--- src/rtl/q_flop_driver.sv ---
`default_nettype none
// ============================================================================
//  Module      : q_flop_driver
//  Description : Initiator side of the q_flop sampling interface. Accepts a
//                WIDTH-bit word and shifts it LSB-first through an external
//                q_flop with a 4-phase per-bit handshake, then returns the
//                captured word with mismatch and timeout flags.
//  Revision    : 1.0 - initial release
// ============================================================================
module q_flop_driver #(
    parameter int WIDTH   = 8,
    parameter int SETUP   = 1,
    parameter int TIMEOUT = 15
) (
    input  logic             clock,
    input  logic             reset,
    input  logic             in_valid,
    input  logic [WIDTH-1:0] in_data,
    output logic             in_ready,
    output logic             qf_data,
    output logic             qf_clock,
    input  logic             qf_ack,
    input  logic             qf_out,
    output logic             res_valid,
    input  logic             res_ready,
    output logic [WIDTH-1:0] res_data,
    output logic             res_mismatch,
    output logic             res_timeout
);

    localparam int c_IW = (WIDTH > 1) ? $clog2(WIDTH) : 1;
    localparam int c_SW = $clog2(SETUP + 1);
    localparam int c_TW = $clog2(TIMEOUT + 1);

    localparam logic [c_IW-1:0] c_LAST_IDX   = c_IW'(WIDTH - 1);
    localparam logic [c_SW-1:0] c_SETUP_LAST = c_SW'(SETUP - 1);
    localparam logic [c_TW-1:0] c_TMO_LAST   = c_TW'(TIMEOUT - 1);

    typedef enum logic [2:0] {
        S_IDLE  = 3'd0,
        S_SETUP = 3'd1,
        S_RISE  = 3'd2,
        S_FALL  = 3'd3,
        S_DONE  = 3'd4,
        S_ABORT = 3'd5
    } state_t;

    state_t           r_state;
    state_t           w_state_n;

    logic             r_ack_meta;
    logic             r_ack_s;
    logic [WIDTH-1:0] r_word;
    logic [WIDTH-1:0] r_expect;
    logic [WIDTH-1:0] r_cap;
    logic [c_IW-1:0]  r_idx;
    logic [c_SW-1:0]  r_cnt;
    logic [c_TW-1:0]  r_tmo;

    logic             w_accept;
    logic             w_capture;
    logic             w_next_bit;
    logic [WIDTH-1:0] w_word_nx;

    // The word register shifts right so the next bit to drive is always bit 0.
    assign w_word_nx = r_word >> 1;

    // Two-flop synchroniser for the asynchronous acknowledge.
    always_ff @(posedge clock) begin
        if (reset) begin
            r_ack_meta <= 1'b0;
            r_ack_s    <= 1'b0;
        end else begin
            r_ack_meta <= qf_ack;
            r_ack_s    <= r_ack_meta;
        end
    end

    // Next-state decode and per-cycle datapath strobes.
    always_comb begin
        w_state_n  = r_state;
        w_accept   = 1'b0;
        w_capture  = 1'b0;
        w_next_bit = 1'b0;
        case (r_state)
            S_IDLE: begin
                if (in_valid) begin
                    w_accept  = 1'b1;
                    w_state_n = S_SETUP;
                end
            end
            S_SETUP: begin
                // A lingering ack from the previous bit holds off the count.
                if (!r_ack_s && (r_cnt == c_SETUP_LAST)) begin
                    w_state_n = S_RISE;
                end
            end
            S_RISE: begin
                if (r_ack_s) begin
                    w_capture = 1'b1;
                    w_state_n = S_FALL;
                end else if (r_tmo == c_TMO_LAST) begin
                    w_state_n = S_ABORT;
                end
            end
            S_FALL: begin
                if (!r_ack_s) begin
                    if (r_idx == c_LAST_IDX) begin
                        w_state_n = S_DONE;
                    end else begin
                        w_next_bit = 1'b1;
                        w_state_n  = S_SETUP;
                    end
                end else if (r_tmo == c_TMO_LAST) begin
                    w_state_n = S_ABORT;
                end
            end
            S_DONE, S_ABORT: begin
                if (res_ready) begin
                    w_state_n = S_IDLE;
                end
            end
            default: begin
                w_state_n = S_IDLE;
            end
        endcase
    end

    // State register, counters, word/capture registers and registered outputs.
    always_ff @(posedge clock) begin
        if (reset) begin
            r_state      <= S_IDLE;
            r_word       <= '0;
            r_expect     <= '0;
            r_cap        <= '0;
            r_idx        <= '0;
            r_cnt        <= '0;
            r_tmo        <= '0;
            in_ready     <= 1'b1;
            qf_data      <= 1'b0;
            qf_clock     <= 1'b0;
            res_valid    <= 1'b0;
            res_data     <= '0;
            res_mismatch <= 1'b0;
            res_timeout  <= 1'b0;
        end else begin
            r_state   <= w_state_n;
            in_ready  <= (w_state_n == S_IDLE);
            qf_clock  <= (w_state_n == S_RISE);
            res_valid <= (w_state_n == S_DONE) || (w_state_n == S_ABORT);

            // Setup counter restarts on entry and stalls while ack is still high.
            if ((w_state_n == S_SETUP) && (r_state != S_SETUP)) begin
                r_cnt <= '0;
            end else if (r_state == S_SETUP) begin
                r_cnt <= r_ack_s ? '0 : r_cnt + c_SW'(1);
            end

            // Timeout counter restarts on every state change.
            if (w_state_n != r_state) begin
                r_tmo <= '0;
            end else if ((r_state == S_RISE) || (r_state == S_FALL)) begin
                r_tmo <= r_tmo + c_TW'(1);
            end

            if (w_accept) begin
                r_word   <= in_data;
                r_expect <= in_data;
                r_cap    <= '0;
                r_idx    <= '0;
                qf_data  <= in_data[0];
            end

            if (w_capture) begin
                r_cap[r_idx] <= qf_out;
            end

            if (w_next_bit) begin
                r_idx   <= r_idx + c_IW'(1);
                r_word  <= w_word_nx;
                qf_data <= w_word_nx[0];
            end

            if ((w_state_n == S_DONE) && (r_state != S_DONE)) begin
                res_data     <= r_cap;
                res_mismatch <= (r_cap != r_expect);
                res_timeout  <= 1'b0;
            end

            if ((w_state_n == S_ABORT) && (r_state != S_ABORT)) begin
                res_data     <= r_cap;
                res_mismatch <= 1'b1;
                res_timeout  <= 1'b1;
            end
        end
    end

endmodule
`default_nettype wire

--- config.mk ---
export PLATFORM = sky130hd
export DESIGN_NAME = q_flop_driver
export DESIGN_NICKNAME = d
export VERILOG_FILES = /design/src/rtl/q_flop_driver.sv
export SDC_FILE = /design/constraint.sdc
export NUM_CORES = 1
export LEC_CHECK = 0
export ABC_AREA = 1
export CAP_MARGIN = 15
export CORE_MARGIN = 5
export CORE_UTILIZATION = 50
export DETAILED_ROUTE_END_ITERATION = 10
export PLACE_DENSITY = 0.82
export SLEW_MARGIN = 0
export SYNTH_ARGS = -nofsm -noshare
export SYNTH_HDL_FRONTEND = slang
export SYNTH_SLANG_ARGS = --single-unit
--- constraint.sdc ---
create_clock -name clock -period 2.28 [get_ports clock]
set_clock_uncertainty 0.2 [all_clocks]
set_input_delay 0.342 -clock clock [delete_from_list [all_inputs] [get_ports clock]]
set_output_delay 0.342 -clock clock [all_outputs]
set_load 0.005 [all_outputs]
======== Word-level counts from Yosys, hierarchy flattened ========
Cells that the tools add are included.
cells by class
  $add $sub $neg .......................... 3
  order comparisons ....................... 2
  eq/ne operators ......................... 16
  multiplexer cells ....................... 34
  bitwise operators ....................... 1
  reduce and logical (&&, ||, !) cells .... 16
operator list
  cell                                                                                 number
  8-bit two-way mux                                                                    5
  3-bit two-way mux                                                                    9
  3-bit == test, second input constant                                                 5
  1-bit two-way mux                                                                    15
  3-bit one-hot mux with 5 select lines                                                1
  7-bit two-way mux                                                                    2
  3-bit by 2-bit == test with 1-bit output, second input constant                      3
  8-bit bitwise mux                                                                    1
  8-bit inequality test                                                                1
  2-bit OR reduction                                                                   4
  3-bit by 1-bit == test with 1-bit output, second input constant                      2
  3-bit zero test                                                                      2
  3-bit inequality test, second input constant                                         2
  1-bit logical AND                                                                    5
  4-bit by 1-bit adder with 4-bit output, second input constant                        1
  4-bit == test, second input constant                                                 1
  3-bit by 4-bit less-than comparator with 1-bit output, second input constant         1
  2-bit nonzero test                                                                   2
  3-bit by 1-bit adder with 3-bit output, second input constant                        1
  1-bit demux with 3-bit select                                                        1
  3-bit by 1-bit greater-or-equal comparator with 1-bit output, second input constant  1
  3-bit by 1-bit inequality test with 1-bit output, second input constant              1
  3-bit inequality test                                                                1
  1-bit logical OR                                                                     2
  other kinds (3)                                                                      3
storage, ports and cells
  register bits ........................... 51
  bits of input ports ..................... 14
  output and inout port bits .............. 14
  logic and storage cells ................. 89

======== Logic depth before layout (Yosys ltp) ========
  depth after elaboration ................. 8
  gate-level depth with buffers ........... 12
  gate-level depth less buffers ........... 12

======== Worst setup path before layout ========
Ideal clock, no wire load.
  path type ............................... register to register
  from .................................... reg r_idx[1]
  to ...................................... reg r_word[4]
  setup time .............................. 0.125 ns
  arrival time ............................ 1.495 ns
  required time ........................... 1.955 ns
  path slack .............................. 0.460 ns
  cell stages (with the launch flop) ...... 10
  buffers on the path ..................... 1
  period minus slack after synthesis ...... 1.820 ns
  cell sequence ........................... dfxtp_1 -> ha_1 -> ha_1 -> nor2_1 -> inv_1 -> nor2_2 -> inv_2 -> buf_2 -> o21ai_0 -> a31oi_1
on the way
  longest elaborated chain between the ends .. 5
  elaborated cells between the ends (all ways) .. 6
  those cells by class .................... eq/ne: 1; mux: 4; reduce/logical: 1
ends and longest elaborated chain
  what                                                     line  RTL
  from (decl)                                              56    logic [c_IW-1:0] r_idx;
  from (signal assigned)                                   179   r_idx <= r_idx + c_IW'(1);
  3-bit == test (*)                                        108   if (r_idx == c_LAST_IDX) begin
  1-bit two-way mux (*)                                    108
  1-bit two-way mux (*)                                    107   if (!r_ack_s) begin
  1-bit two-way mux (*)                                    85    case (r_state)
  7-bit two-way mux or 2-bit nonzero test (tied branches)  -
  to (signal assigned)                                     167   r_word <= in_data;
  to (signal assigned)                                     180   r_word <= w_word_nx;
  to (decl)                                                53    logic [WIDTH-1:0] r_word;
Mark *: on every way between the ends. The rest lies on a longest branch, timed or not.
A chain may end at the register's enable or synchronous reset.

======== Final worst setup path ========
  from .................................... reg r_idx[0]
  to ...................................... reg r_tmo[3]
on the way
  longest elaborated chain between the ends .. 6
ends and longest elaborated chain
  what                                   line  RTL
  3-bit == test                          108
  3-bit two-way mux                      108
  3-bit two-way mux                      107
  3-bit one-hot mux with 5 select lines  85
  3-bit inequality test                  160   if (w_state_n != r_state) begin
  2-bit OR reduction (no source line)    -
  to (signal assigned)                   163   r_tmo <= r_tmo + c_TW'(1);
  to (decl)                              58    logic [c_TW-1:0] r_tmo;
No other way between the ends.

==> flow_metrics.env <==
export IMPL_nets=342
export IMPL_synth_cells=295
export IMPL_hold_path_class="reg2reg"
export IMPL_slew_viol_final=0
export IMPL_ys_flop_type="dfxtp_1"
export IMPL_synth_fa_ha_area_share_pct=2.287
export IMPL_diodes=0
export IMPL_grt_overflow=0
export IMPL_netlist_area_mm2=0.002188
export IMPL_num_vias=1884
export IMPL_synthMuxAreaShare_pct=0
export IMPL_grt_pass1_wl_um=7617
export IMPL_gp_congestion=0.8453
export IMPL_worstPathArrival_ns=2.01
export IMPL_initial_core_util_pct=50.96
export IMPL_yosysMostFrequentCell="nand2_1"
export IMPL_synth_cell_type_count=29
export IMPL_syn2layout_area_growth_pct=19.78
export IMPL_post_cts_buffers=0
export IMPL_synth_compound_area_share_pct=13.84
export IMPL_cts_hold_buf=0
export IMPL_clkSinkCount=50
export IMPL_remaining_drc_errors=0
export IMPL_ys_seq_elements=50
export IMPL_setup_viol=0
export IMPL_ctsRootBufferMaster="clkbuf_8"
export IMPL_path_clk_slew_ns=0.08
export IMPL_hpwl_um=3169
export IMPL_power_density_mw_per_mm2=661.0
export IMPL_ir_drop_uv=414.5
export IMPL_fin_setup_tns_ns=0
export IMPL_hp_start="r_ack_meta$_SDFF_PP0_"
export IMPL_cp_end_kind="flop"
export IMPL_clk_insertion_delay_late_ns=0.30
export IMPL_hold_violations=0
export IMPL_synth_xor_area_share_pct=4.403
export IMPL_die_area_mm2=0.005800
export IMPL_drive_above_1_share_pct=8.951
export IMPL_postSynthAreaPerCell_um2=7.418
export IMPL_core_area_mm2=0.004294
export IMPL_path_max_fanout=5
export IMPL_synth_fp_nets=313
export IMPL_fin_cells=376
export IMPL_r2r_start="r_idx[0]$_SDFFE_PP0P_"
export IMPL_grt_total_usage_pct=15.66
export IMPL_clockBufferDepth=2
export IMPL_status="completed"
export IMPL_power_uw=1733
export IMPL_die_w_um=76.16
export IMPL_antenna_found_initial=0
export IMPL_wl_per_cell_um=11.88
export IMPL_ctsResizeCount=0
export IMPL_routed_wl_um=4467
export IMPL_yosysSeqAreaShare_pct=45.74
export IMPL_timing_final_crit_period_ns=2.021
export IMPL_dpl_cell_count=369
export IMPL_slew_headroom_pct=62.59
export IMPL_synth_async_reset_ratio_pct=0
export IMPL_fp_dieH_um=76.16
export IMPL_synth_area_leaders="dfxtp_1 46%, nand2_1 10%, nor2_1 7.2%, a21oi_1 5.0%, o21ai_0 4.8%"
export IMPL_pin_count=28
export IMPL_worst_pin_slew_ns=0.5605
export IMPL_cts_buffers=5
export IMPL_synthTopCellsByCount="61 x nand2_1, 50 x dfxtp_1, 42 x nor2_1"
export IMPL_io_buffers=27
export IMPL_vias_per_cell=5.011
export IMPL_synth_warnings=0
export IMPL_synth_top_cell_by_area="dfxtp_1"
export IMPL_htree_num_levels=2
export IMPL_row_count=24
export IMPL_path_class="reg2reg"
export IMPL_drv_cap=0
export IMPL_synth_top_area_share_pct=45.74
export IMPL_synth_top_family_by_area="simple AND/OR/NAND/NOR gates"
export IMPL_drt_pass1_iter_count=4
export IMPL_cts_tree="built"
export IMPL_synth_edf_count=0
export IMPL_crit_path_start="r_idx[0]$_SDFFE_PP0P_"
export IMPL_p_leak_uw=0.001119
export IMPL_synth_simple_gate_area_share_pct=26.36
export IMPL_start_kind="flop"
export IMPL_rsz0062_at_grt="false"
export IMPL_first_iter_violations=119
export IMPL_ant_nets=0
export IMPL_first_global_vias=1697
export IMPL_finalCritPeriodShare_pct=88.65
export IMPL_grt_max_degree=24
export IMPL_max_freq_ghz=0.4948
export IMPL_required_ns=2.27
-- cells by family after synthesis --
group,Yosys count
buffers and inverters,41
AND/OR/NAND/NOR,133
XOR/XNOR,11
AO/OA/AOI/OAI,56
adder cells (fa/ha/maj),4
flip-flops,50
-- cells in the final DEF (no fill, tap or decap), drive strengths merged --
cell / Yosys / layout
nand3b: 1 / 1
a31oi: 7 / 7
nand2: 64 / 64
clkdlybuf4s50: 0 / 27
or2: 1 / 1
bufinv: 0 / 1
a21oi: 22 / 22
nand3: 9 / 9
xnor2: 3 / 3
nor4: 2 / 2
a22oi: 4 / 4
ha: 4 / 4
o21ai: 22 / 22
inv: 33 / 33
buf: 5 / 3
dfxtp: 50 / 50
clkbuf: 3 / 6
nor3: 10 / 10
nand4: 1 / 1
a2111oi: 1 / 1
xor2: 8 / 8
nor2: 45 / 45
-- final timing paths --
path	endpoint	slack (ns)	depth (start not counted)
max reg2reg	r_tmo[3]$_SDFFE_PP0P_	0.26	10
min reg2reg	r_ack_s$_SDFF_PP0_	0.21	2
max	r_tmo[3]$_SDFFE_PP0P_	0.26	10
min	r_ack_s$_SDFF_PP0_	0.21	2
-- per-stage QoR --
step                utilization (%)  hold slack (ns)  cell area, µm²  worst slack, ns
global route                  61.04           0.2300            2621          0.09825
global placement              58.42           0.1898            2509           0.3927
finish                        61.04           0.2102            2621           0.2588
detailed placement            58.42           0.2038            2509           0.3409
CTS                           61.04           0.2155            2621           0.2798
floorplan                         -           0.1883            2188           0.4600
-- registers in the layout (all words and copies together) (netlist names), 3 cells and up --
signal / count
r_idx: 3
r_expect: 8
r_tmo: 4
r_word: 8
r_state: 3
res_data: 8
r_cap: 8
-- metal layers --
layer	global-route usage, %	routed length [µm]
met1	20.03	2130
met2	25.17	2024
met3	4.255	256
met4	5.769	55
met5	0	0
-- power breakdown --
part	internal, µW	switching (µW)	leakage, µW
Combinational	78.9	107	0.000655
Sequential	906	22.2	0.000407
Clock	351	268	0.0000573
Total	1340	397	0.00112
-- area by class of cell --
type,instances,area (µm²)
Timing Repair Buffer,30,292.8
Tap cell,52,65.06
Fill cell,402,1673
Clock inverter,1,30.03
Multi-Input combinational cell,204,1026
Clock buffer,6,82.58
Sequential cell,50,1001
Inverter,33,123.9
-- critical path, cell delays in order, from the launching register on --
cell and delay [ns]:
dfxtp_1 0.36, ha_1 0.22, ha_1 0.17, nor2_1 0.13, inv_1 0.07, nor2_2 0.27, nor2_4 0.09, nand3_2 0.12
a21oi_1 0.07, nand3_1 0.16, nor2_1 0.06
No activity file was read; power rests on OpenSTA's default activity.
